## src/rtl/ifu_pkg.sv

```systemverilog
// Shared IFU types: fetch/half widths, aligner state encoding and the RVC length test.
package ifu_pkg;

  localparam int HALF_W  = 16;
  localparam int FETCH_W = 32;

  typedef enum logic [1:0] {
    ALIGN_NORM = 2'd0,
    ALIGN_HALF = 2'd1,
    ALIGN_SKIP = 2'd2
  } align_state_e;

  // 48/64-bit encodings are not supported, so anything not ending in 2'b11 is 16-bit.
  function automatic logic is_rvc(input logic [HALF_W-1:0] h);
    return h[1:0] != 2'b11;
  endfunction

endpackage

```

## src/rtl/ifu_inst_align.sv

```systemverilog
// Fetch-word to instruction aligner: pops 32-bit FIFO words, reassembles RVC/32-bit
// instructions (including ones straddling two words) and hands one per cycle to decode.
module ifu_inst_align
  import ifu_pkg::*;
#(
  parameter int              PC_W   = 64,
  parameter logic [PC_W-1:0] RST_PC = PC_W'(64'h8000_0000)
) (
  input  logic               clk,
  input  logic               rst_n,
  input  logic               flush,
  input  logic [PC_W-1:0]    flush_pc,
  input  logic               fifo_empty,
  input  logic [FETCH_W-1:0] fifo_rdata,
  output logic               fifo_rready,
  output logic               inst_valid,
  input  logic               inst_ready,
  output logic [FETCH_W-1:0] inst,
  output logic [PC_W-1:0]    inst_pc,
  output logic               inst_is_rvc
);

  align_state_e        state, state_nxt;
  logic [HALF_W-1:0]   res_half, res_nxt;
  logic [PC_W-1:0]     pc_r;

  logic                load, pop, emit, emit_rvc;
  logic [FETCH_W-1:0]  emit_inst;
  logic [2:0]          step;
  logic [HALF_W-1:0]   lo, hi;

  assign lo          = fifo_rdata[HALF_W-1:0];
  assign hi          = fifo_rdata[FETCH_W-1:HALF_W];
  assign fifo_rready = pop;

  always_comb begin
    load      = !inst_valid || inst_ready;
    pop       = 1'b0;
    emit      = 1'b0;
    emit_rvc  = 1'b0;
    emit_inst = '0;
    step      = 3'd0;
    state_nxt = state;
    res_nxt   = res_half;
    if (!flush && load) begin
      case (state)
        ALIGN_NORM: begin
          if (!fifo_empty) begin
            pop  = 1'b1;
            emit = 1'b1;
            if (is_rvc(lo)) begin
              emit_inst = {{HALF_W{1'b0}}, lo};
              emit_rvc  = 1'b1;
              res_nxt   = hi;
              step      = 3'd2;
              state_nxt = ALIGN_HALF;
            end else begin
              emit_inst = fifo_rdata;
              step      = 3'd4;
            end
          end
        end
        ALIGN_HALF: begin
          // A compressed residue needs no new word, so it drains even with the FIFO empty.
          if (is_rvc(res_half)) begin
            emit      = 1'b1;
            emit_inst = {{HALF_W{1'b0}}, res_half};
            emit_rvc  = 1'b1;
            step      = 3'd2;
            state_nxt = ALIGN_NORM;
          end else if (!fifo_empty) begin
            pop       = 1'b1;
            emit      = 1'b1;
            emit_inst = {lo, res_half};
            res_nxt   = hi;
            step      = 3'd4;
          end
        end
        ALIGN_SKIP: begin
          if (!fifo_empty) begin
            pop       = 1'b1;
            res_nxt   = hi;
            state_nxt = ALIGN_HALF;
          end
        end
        default: state_nxt = ALIGN_NORM;
      endcase
    end
  end

  always_ff @(posedge clk or negedge rst_n) begin
    if (!rst_n) begin
      state       <= ALIGN_NORM;
      res_half    <= '0;
      pc_r        <= RST_PC;
      inst_valid  <= 1'b0;
      inst        <= '0;
      inst_pc     <= '0;
      inst_is_rvc <= 1'b0;
    end else if (flush) begin
      inst_valid <= 1'b0;
      pc_r       <= flush_pc;
      state      <= flush_pc[1] ? ALIGN_SKIP : ALIGN_NORM;
      res_half   <= '0;
    end else if (load) begin
      state      <= state_nxt;
      res_half   <= res_nxt;
      pc_r       <= pc_r + {{(PC_W-3){1'b0}}, step};
      inst_valid <= emit;
      if (emit) begin
        inst        <= emit_inst;
        inst_pc     <= pc_r;
        inst_is_rvc <= emit_rvc;
      end
    end
  end

endmodule

```

## config.mk

```make
export PLATFORM = sky130hd
export DESIGN_NAME = ifu_inst_align
export DESIGN_NICKNAME = d
export VERILOG_FILES = /design/src/rtl/ifu_pkg.sv /design/src/rtl/ifu_inst_align.sv
export SDC_FILE = /design/constraint.sdc
export NUM_CORES = 1
export LEC_CHECK = 0
export CORE_AREA = 2 2 134 136
export CTS_CLUSTER_DIAMETER = 80
export DETAILED_ROUTE_END_ITERATION = 6
export DIE_AREA = 0 0 136 138
export PLACE_DENSITY = 0.85
export SETUP_SLACK_MARGIN = 0.05
export SYNTH_ARGS = -nofsm -noshare
export SYNTH_HDL_FRONTEND = slang
export SYNTH_SLANG_ARGS = --single-unit
```

## constraint.sdc

```tcl
create_clock -name clk -period 4.7 [get_ports clk]
set_input_delay 0.94 -clock clk [delete_from_list [all_inputs] [get_ports clk]]
set_output_delay 0.94 -clock clk [all_outputs]
set_load 0.05 [all_outputs]
```

======== Word-level counts from Yosys, hierarchy flattened ========
Index checks and enable logic that the tools add are counted.
Widths: inputs -> output; s select.
storage, ports and cells
  bits in registers ....................... 180
  bits of input ports ..................... 101
  output and inout bits ................... 99
operators by class
  bitwise logic cells ..................... 1
  muxes and demuxes ....................... 45
  equal/unequal tests ..................... 9
  reduce and logical (&&, ||, !) cells .... 12
  add/subtract/negate cells ............... 1
operators by type and width
  kind                count
  $mux 32             5
  $mux 64             2
  $mux 16             7
  $add 64x3->64       1
  $pmux 32 s2         1
  $pmux 16 s3         1
  $mux 2              8
  $mux 3              5
  $ne 3x3->1 const B  5
  $reduce_and 6->1    2
  $mux 1              11
  $pmux 1 s2          3
  $pmux 2 s3          1
  $pmux 3 s2          1
  $ne 2x2->1 const B  2
  $reduce_bool 2->1   2
  $reduce_bool 4->1   1
  $reduce_and 3->1    1
  $eq 2x1->1 const B  1
  $eq 2x2->1 const B  1
  $logic_not 1->1     2
  $logic_not 2->1     1
  $reduce_or 2->1     1
  $logic_and 1x1->1   1
  other kinds (2)     2

======== Logic depth before layout (Yosys ltp) ========
Gate-level depths: netlist of the first run.
  depth after elaboration ................. 8
  depth in mapped cells ................... 16
  depth with buffers taken out ............ 12

======== Worst setup path after synthesis of the first run ========
Ideal clock, no wire load.
  path kind ............................... input -> register
  start point ............................. input port fifo_empty
  end point ............................... register pc_r[41]
  stages on the path ...................... 15
  data arrival time ....................... 4.188 ns
  setup time .............................. 0.133 ns
  path buffers ............................ 5
  path slack .............................. 0.379 ns
  required time ........................... 4.567 ns
  cells stage by stage .................... clkbuf_1 nor2b_1 clkbuf_1 and3_1 clkbuf_1 clkbuf_1 nor2_1 nor4_1 fa_1 nand3_1 or4b_1 clkbuf_1 nor4_1 xnor2_1 o21ai_0
between the ends
  cells in the longest elaborated chain, start to end .. 7
  elaborated cells between the ends (all ways) .. 8
  classes of those cells .................. 1 x add/sub; 7 x mux
ends and longest elaborated chain
  what                  line                   text
  from (decl)           ifu_inst_align.sv:13   input logic fifo_empty,
  $mux 3                ifu_inst_align.sv:71   end else if (!fifo_empty) begin
  $mux 3                ifu_inst_align.sv:65   if (is_rvc(res_half)) begin
  $pmux 3 s2 *          ifu_inst_align.sv:46   case (state)
  $mux 3 *              ifu_inst_align.sv:45   if (!flush && load) begin
  $add 64x3->64 *       ifu_inst_align.sv:108  pc_r <= pc_r + {{(PC_W-3){1'b0}}, step};
  $mux 64 *             ifu_inst_align.sv:105  end else if (load) begin
  $mux 64 *             ifu_inst_align.sv:100  end else if (flush) begin
  to (signal assigned)  ifu_inst_align.sv:102  pc_r <= flush_pc;
  to (signal assigned)  ifu_inst_align.sv:108
  to (decl)             ifu_inst_align.sv:25   logic [PC_W-1:0] pc_r;
Mark *: on every way between the ends. The rest lies on a longest branch, timed or not. The select of a mux whose other input is x is not followed.
A chain may end at the register's enable or synchronous reset.

======== Worst setup path after layout of the first run ========
  start point ............................. input port fifo_empty
  end point ............................... register pc_r[56]
The elaborated chain is that of the path after synthesis.

==> impl_metrics.toml, run 1 <==
[hold_path]
hold_path.startpoint = "inst_is_rvc$_DFFE_PN0P_"
hold_path_stages = 1
hold_end = "inst_is_rvc$_DFFE_PN0P_"
min_path_type = "reg -> reg"

[place]
dpl.cell_count = 1370
port-buffer-count = 199
routabilityCongestion = 0.912
dpl_cell_area_sq_mm = 0.0109
dpl.hpwl_mm = 16.8
preCtsSetupSlack_ns = 0.131

[yosys]
yosys_register_bits = 180
synthSimpleGateAreaFrac = 0.283
avgSynthCellArea_sq_um = 8.80
yosys_warnings = 0
yosys_most_used_dff = "sky130_fd_sc_hd__dfrtp_1"
async_sr_flop_fraction = 1.00
synth_adder_area_share = 0.0109
yosys.area_share.xor_xnor = 0.0401
synth-edff-count = 0
synth_nets = 1101
post_synth_num_cell_types = 51
syn-cell-area_sq_mm = 0.00874
synthMuxAreaShare = 0.0139
syn_inst = 993
largest_family_of_logic_cells_by_synthesized_area = "simple AND/OR/NAND/NOR gates"
post_synthesis_compound_gate_area_fraction = 0.104
seq_area_frac_synth = 0.515

[critical_path]
worst-r2r-setup-slack_ns = 0.84
cp_data_required_time_ns = 5.06
critical_path_fanouts_max = 8
sort_of_element_at_the_end_of_the_critical_path = "flip-flop"
timing.rr.start = "state[0]$_DFFE_PN0P_"
worst_endpoint_data_arrival_time_ns = 4.57
setup.worst_path.class = "in -> reg"
critical_path.startpoint_type = "input pin"
r2r_end = "pc_r[56]$_DFFE_PN0N_"
rr_worst_depth = 12

[routing]
route.antenna.remaining_nets = 0
vias_per_cell = 5.69
route.vias.total = 7972
drc_errors = 0
drt_pass1_iterations = 5
avgRoutedWirePerCell_um = 17.3
routed_wirelength_mm = 24.3
drtIter0Drc = 647

[cts]
post_cts_hold_buffer_count = 0
cts.path.max_buffers = 2
post_cts.resized_instances = 0
cts_tree = "yes"
clock_tree.root_cell = "sky130_fd_sc_hd__clkbuf_16"
cts_num_sinks = 180
insertion_delay_ns = 0.43
num_cts_buffers = 17
clk_transition_reported_paths_ns = 0.06
cts.repair_timing.setup_buffer_count = 0
ctsHtreeMaxLevel = 4

[die]
floorplan.die_area_sq_mm = 0.0188
die-height_um = 138
dieWidth_um = 136
initial_core_util = 0.499
rows = 49
floorplan.core_area_sq_mm = 0.0175
io_pins = 200

[cells_and_area]
fin_cells = 1402
area_growth_syn_to_layout_pct = 31.5
share_of_post_route_cells_with_drive_strength_above_1 = 0.0520
insertedDiodeCount = 0
stdcell_area_sq_mm = 0.0115
final_net_count = 1268

[timing]
final.setup.worst_slack_ns = 0.486
rsz_0062_raised_after_global_routing = "false"
timing.final.hold_violations = 0
worst_slew_margin_rel = 0.209
crit_path_time_final_ns = 4.21
finalSetupViolCount = 0
setup_skew_ns = 0.0101
period_share = 0.897
tightest_slew_ns = 1.19
finalMaxSlewViolations = 0
post_route_setup_tns_ns = 0
highest_clock_rate_mhz = 237

[grt]
antenna_found_initial = 0
overflow = 0
wire_length_of_the_first_global_routing_pass_mm = 39.1
grt_use_total = 0.261
first_global_vias = 7782
grt_start_max_net_pins = 127

[flow_run]
drv.max_cap_violation_count = 0

[power]
power_leakage_nw = 4.97
pwr_density_cell_mw_per_mm2 = 589
ir_worst_vdd_uv = 424

[run_status]
run_status = "completed"
-- per-layer routing --
layer  track usage  up-vias  routed length (um)
met3        0.0546       51                1760
met1         0.351     3836               10400
met4        0.0948        0                 626
met5             0        -                   0
met2         0.419      328               11600
li1              -     3757                   -
-- state kept, by name, summed over array words and instances, names as in the netlist --
| name | cells |
|---|---|
| inst_valid | 1 |
| pc_r | 64 |
| inst_is_rvc | 1 |
| inst_pc | 64 |
| res_half | 16 |
| inst | 32 |
| state | 2 |
-- worst max-delay path: stages --
cell and delay, ns:
sky130_fd_sc_hd__clkdlybuf4s50_1 0.55, sky130_fd_sc_hd__nor2b_1 0.25, sky130_fd_sc_hd__and3_1 0.21, sky130_fd_sc_hd__nor2_1 0.05, sky130_fd_sc_hd__nor4_1 0.50, sky130_fd_sc_hd__ha_1 0.31, sky130_fd_sc_hd__a21oi_1 0.07, sky130_fd_sc_hd__nor4_2 0.49
sky130_fd_sc_hd__nand4_1 0.49, sky130_fd_sc_hd__or4_1 0.62, sky130_fd_sc_hd__nand3_1 0.08
-- cell usage after synthesis, drive strengths merged (9+ instances only) --
| library cell | count | area share |
|---|---|---|
| buf | 9 | 0.0050 |
| nor4 | 26 | 0.019 |
| mux2i | 11 | 0.013 |
| xor2 | 12 | 0.012 |
| and3 | 9 | 0.0066 |
| nor2 | 75 | 0.032 |
| nand4 | 32 | 0.025 |
| and4 | 13 | 0.013 |
| xnor2 | 28 | 0.028 |
| dfrtp | 179 | 0.51 |
| inv | 10 | 0.0043 |
| o21ai | 68 | 0.039 |
| clkbuf | 54 | 0.023 |
| a221oi | 32 | 0.032 |
| nand2 | 303 | 0.13 |
| a22oi | 12 | 0.010 |
| nor3 | 19 | 0.011 |
| nor2b | 20 | 0.014 |
| nand3 | 24 | 0.014 |
-- power by group --
part	internal (mW)	total [mW]	switching (mW)	leakage [nW]
clock	0.804	1.42	0.618	0.285
combinational	0.990	3.03	2.04	2.49
sequential	2.01	2.32	0.317	2.19
total	3.80	6.77	2.97	4.97
-- stage by stage --
| stage | hold slack (ns) | power, mW | util |
|---|---|---|---|
| after CTS | 0.478 | 6.81 | 0.655 |
| after global placement | 0.450 | 5.32 | 0.622 |
| after global routing | 0.494 | 7.08 | 0.655 |
| after floorplan | 0.435 | 4.25 | - |
| after detailed placement | 0.461 | 5.38 | 0.622 |
| final | 0.476 | 6.77 | 0.655 |
-- logic make-up (layout without fill, tap and decap cells) --
| logic type | Yosys count | count (layout) |
|---|---|---|
| AND/OR/NAND/NOR | 542 | 542 |
| AO/OA/AOI/OAI | 139 | 139 |
| XOR/XNOR | 40 | 40 |
| adder cells (fa/ha/maj) | 7 | 7 |
| flip-flops | 180 | 180 |
| buffers and inverters | 73 | 253 |
| multiplexers | 12 | 12 |
-- layout by cell type, fill, tap and decap left out, types with 17 or more instances in the layout --
master                              n
sky130_fd_sc_hd__clkbuf_16         17
sky130_fd_sc_hd__xnor2_1           28
sky130_fd_sc_hd__nand2_1          303
sky130_fd_sc_hd__a221oi_1          32
sky130_fd_sc_hd__dfrtp_1          179
sky130_fd_sc_hd__nor2_1            75
sky130_fd_sc_hd__o21ai_0           67
sky130_fd_sc_hd__nor3_1            19
sky130_fd_sc_hd__nor2b_1           20
sky130_fd_sc_hd__nor4_1            25
sky130_fd_sc_hd__nand3_1           24
sky130_fd_sc_hd__nand4_1           31
sky130_fd_sc_hd__clkdlybuf4s50_1  196
-- area by class of cell --
class,count,area (sq um)
fill,1457,6040
sequential,180,4510
multi-input combinational,740,3980
timing repair buffer,211,2090
clock buffer,22,494
tap,229,287
clock inverter,10,93.8
inverter,10,37.5
-- how the worst max path moves through the flow --
stage                     slack, ns              endpoint  cells past startpoint        from
after global routing           0.25  pc_r[43]$_DFFE_PN0N_                     11  fifo_empty
after floorplan                0.38  pc_r[41]$_DFFE_PN0N_                     15  fifo_empty
after CTS                      0.58  pc_r[35]$_DFFE_PN0N_                     11  fifo_empty
after detailed placement       0.13  pc_r[35]$_DFFE_PN0N_                     11  fifo_empty
after global placement         0.30  pc_r[37]$_DFFE_PN0N_                     11  fifo_empty
final                          0.49  pc_r[56]$_DFFE_PN0N_                     11  fifo_empty
Note: power is estimated with default switching activity, not from simulation.
==> inputs of run 2 (changes only) <==
Settings changed: CAP_MARGIN set to 20.
==> run 2 against run 1 <==
Against the previous run: fmax increased by 1.1%; critical path type unchanged; sequential power about the same; first-iteration DRC count is 16% higher; global-route usage increased by 0.092 points.
==> impl_metrics.toml, run 2 (synthesis results as in run 1) <==
[timing]
post_route_setup_tns_ns = 0
tightest_slew_ns = 1.07
timing.final.hold_violations = 0
finalSetupViolCount = 0
crit_path_time_final_ns = 4.17
finalMaxSlewViolations = 0
final.setup.worst_slack_ns = 0.533
rsz_0062_raised_after_global_routing = "false"
period_share = 0.887
highest_clock_rate_mhz = 240
worst_slew_margin_rel = 0.285
setup_skew_ns = 0.0129

[grt]
grt_start_max_net_pins = 127
overflow = 0
grt_use_total = 0.262
first_global_vias = 7674
antenna_found_initial = 0
wire_length_of_the_first_global_routing_pass_mm = 39.4

[routing]
drt_pass1_iterations = 7
vias_per_cell = 5.69
route.antenna.remaining_nets = 0
drc_errors = 0
routed_wirelength_mm = 24.3
route.vias.total = 7983
drtIter0Drc = 749
avgRoutedWirePerCell_um = 17.3

[critical_path]
sort_of_element_at_the_end_of_the_critical_path = "flip-flop"
cp_common_cell = "sky130_fd_sc_hd__nor4_1"
max_stage_delay_ns = 0.71
critical_path_fanouts_max = 10
worst_endpoint_data_arrival_time_ns = 4.44
r2r_end = "pc_r[35]$_DFFE_PN0N_"
setup.worst_path.class = "in -> reg"
timing.rr.start = "state[1]$_DFFE_PN0P_"
cp_slowest_cell = "sky130_fd_sc_hd__or4b_1"
worst-r2r-setup-slack_ns = 0.83
rr_worst_depth = 13
critical_path.startpoint_type = "input pin"
cp_data_required_time_ns = 4.98
crit_chain = "clkdlybuf4s50_1, nor2b_1, and3_1, nor2_1, nor4_1, fa_1, nand3_1, or4b_1, nor4_1, xnor2_1, o21ai_0"

[cts]
cts.path.max_buffers = 2
cts_tree = "yes"
insertion_delay_ns = 0.43
cts.repair_timing.setup_buffer_count = 0
post_cts_hold_buffer_count = 0
post_cts.resized_instances = 0
cts_num_sinks = 180
num_cts_buffers = 17
ctsHtreeMaxLevel = 4
clk_transition_reported_paths_ns = 0.07
clock_tree.root_cell = "sky130_fd_sc_hd__clkbuf_16"

[cells_and_area]
layout.cells.most_common = "sky130_fd_sc_hd__nand2_1"
area_growth_syn_to_layout_pct = 31.4
insertedDiodeCount = 0
most_used_cells_in_the_layout_excluding_fill_and_tap_cells = "303 x sky130_fd_sc_hd__nand2_1, 196 x sky130_fd_sc_hd__clkdlybuf4s50_1, 179 x sky130_fd_sc_hd__dfrtp_1"
final_net_count = 1270
share_of_post_route_cells_with_drive_strength_above_1 = 0.0520
reg_top3 = "inst_pc: 64 flops, pc_r: 64 flops, inst: 32 flops"
stdcell_area_sq_mm = 0.0115

[power]
power_leakage_nw = 4.97
ir_worst_vdd_uv = 493
pwr_density_cell_mw_per_mm2 = 587

[place]
dpl.hpwl_mm = 16.9
dpl_cell_area_sq_mm = 0.0109
port-buffer-count = 199
routabilityCongestion = 0.912
preCtsSetupSlack_ns = 0.117

[die]
die-height_um = 138
io_pins = 200
floorplan.die_area_sq_mm = 0.0188
rows = 49
dieWidth_um = 136
initial_core_util = 0.499
floorplan.core_area_sq_mm = 0.0175

[run_status]
run_status = "completed"

[hold_path]
hold_end = "inst_pc[30]$_DFFE_PN0P_"
min_path_type = "reg -> reg"
hold_path.startpoint = "inst_pc[30]$_DFFE_PN0P_"
hold_path_stages = 2

[flow_run]
drv.max_cap_violation_count = 0
run 2: cell count changes in the layout (fill, tap and decap cells not counted), sizes merged:
| cell | before | now |
|---|---|---|
| clkbuf | 23 | 21 |
| buf | 14 | 16 |
| clkinv | 3 | 4 |
run 2: routing by layer:
layer | wire length [um] | share of wire | track usage
met1 | 10100 | 0.42 | 0.362
met2 | 12000 | 0.49 | 0.422
met3 | 1780 | 0.073 | 0.0502
met4 | 486 | 0.020 | 0.0789
met5 | 0 | 0 | 0
run 2: layout make-up:
type | count | area, sq um
clock buffers | 20 | 467
clock inverters | 11 | 98.8
fillers | 1426 | 6050
inverters | 10 | 37.5
multi-input cells | 740 | 3980
flip-flops and latches | 180 | 4510
well taps | 229 | 287
repair buffers | 213 | 2120
run 2: worst max path at each step:
| stage | from | to | slack (ns) | cells after the start |
|---|---|---|---|---|
| 2_1_floorplan | fifo_empty | pc_r[41]$_DFFE_PN0N_ | 0.38 | 15 |
| 3_3_place_gp | fifo_empty | pc_r[37]$_DFFE_PN0N_ | 0.30 | 11 |
| 3_5_place_dp | fifo_empty | pc_r[35]$_DFFE_PN0N_ | 0.12 | 11 |
| 4_1_cts | fifo_empty | pc_r[35]$_DFFE_PN0N_ | 0.56 | 11 |
| 5_1_grt | fifo_empty | pc_r[35]$_DFFE_PN0N_ | 0.25 | 11 |
| 6_report | fifo_empty | pc_r[35]$_DFFE_PN0N_ | 0.53 | 11 |
run 2: metrics by stage:
stage / instances / power [mW] / utilization / hold slack, ns
after floorplan: 993 / 4.25 / - / 0.435
after CTS: 1403 / 6.77 / 0.655 / 0.478
after detailed placement: 1372 / 5.39 / 0.623 / 0.461
after global routing: 1403 / 7.04 / 0.655 / 0.492
after global placement: 1370 / 5.32 / 0.622 / 0.450
final: 1403 / 6.74 / 0.655 / 0.476
run 2: worst max-delay path, delay by kind of cell:
kind / cells / cell delay [ns]
buffers and inverters: 1 / 0.53
AO/OA/AOI/OAI: 1 / 0.09
XOR/XNOR: 1 / 0.16
adder cells (fa/ha/maj): 1 / 0.39
AND/OR/NAND/NOR: 7 / 2.32
run 2: power breakdown:
part / switching (mW) / leakage, nW / internal [mW] / total [mW]
Clock: 0.609 / 0.275 / 0.771 / 1.38
Sequential: 0.317 / 2.19 / 2.01 / 2.32
Combinational: 2.04 / 2.50 / 0.996 / 3.03
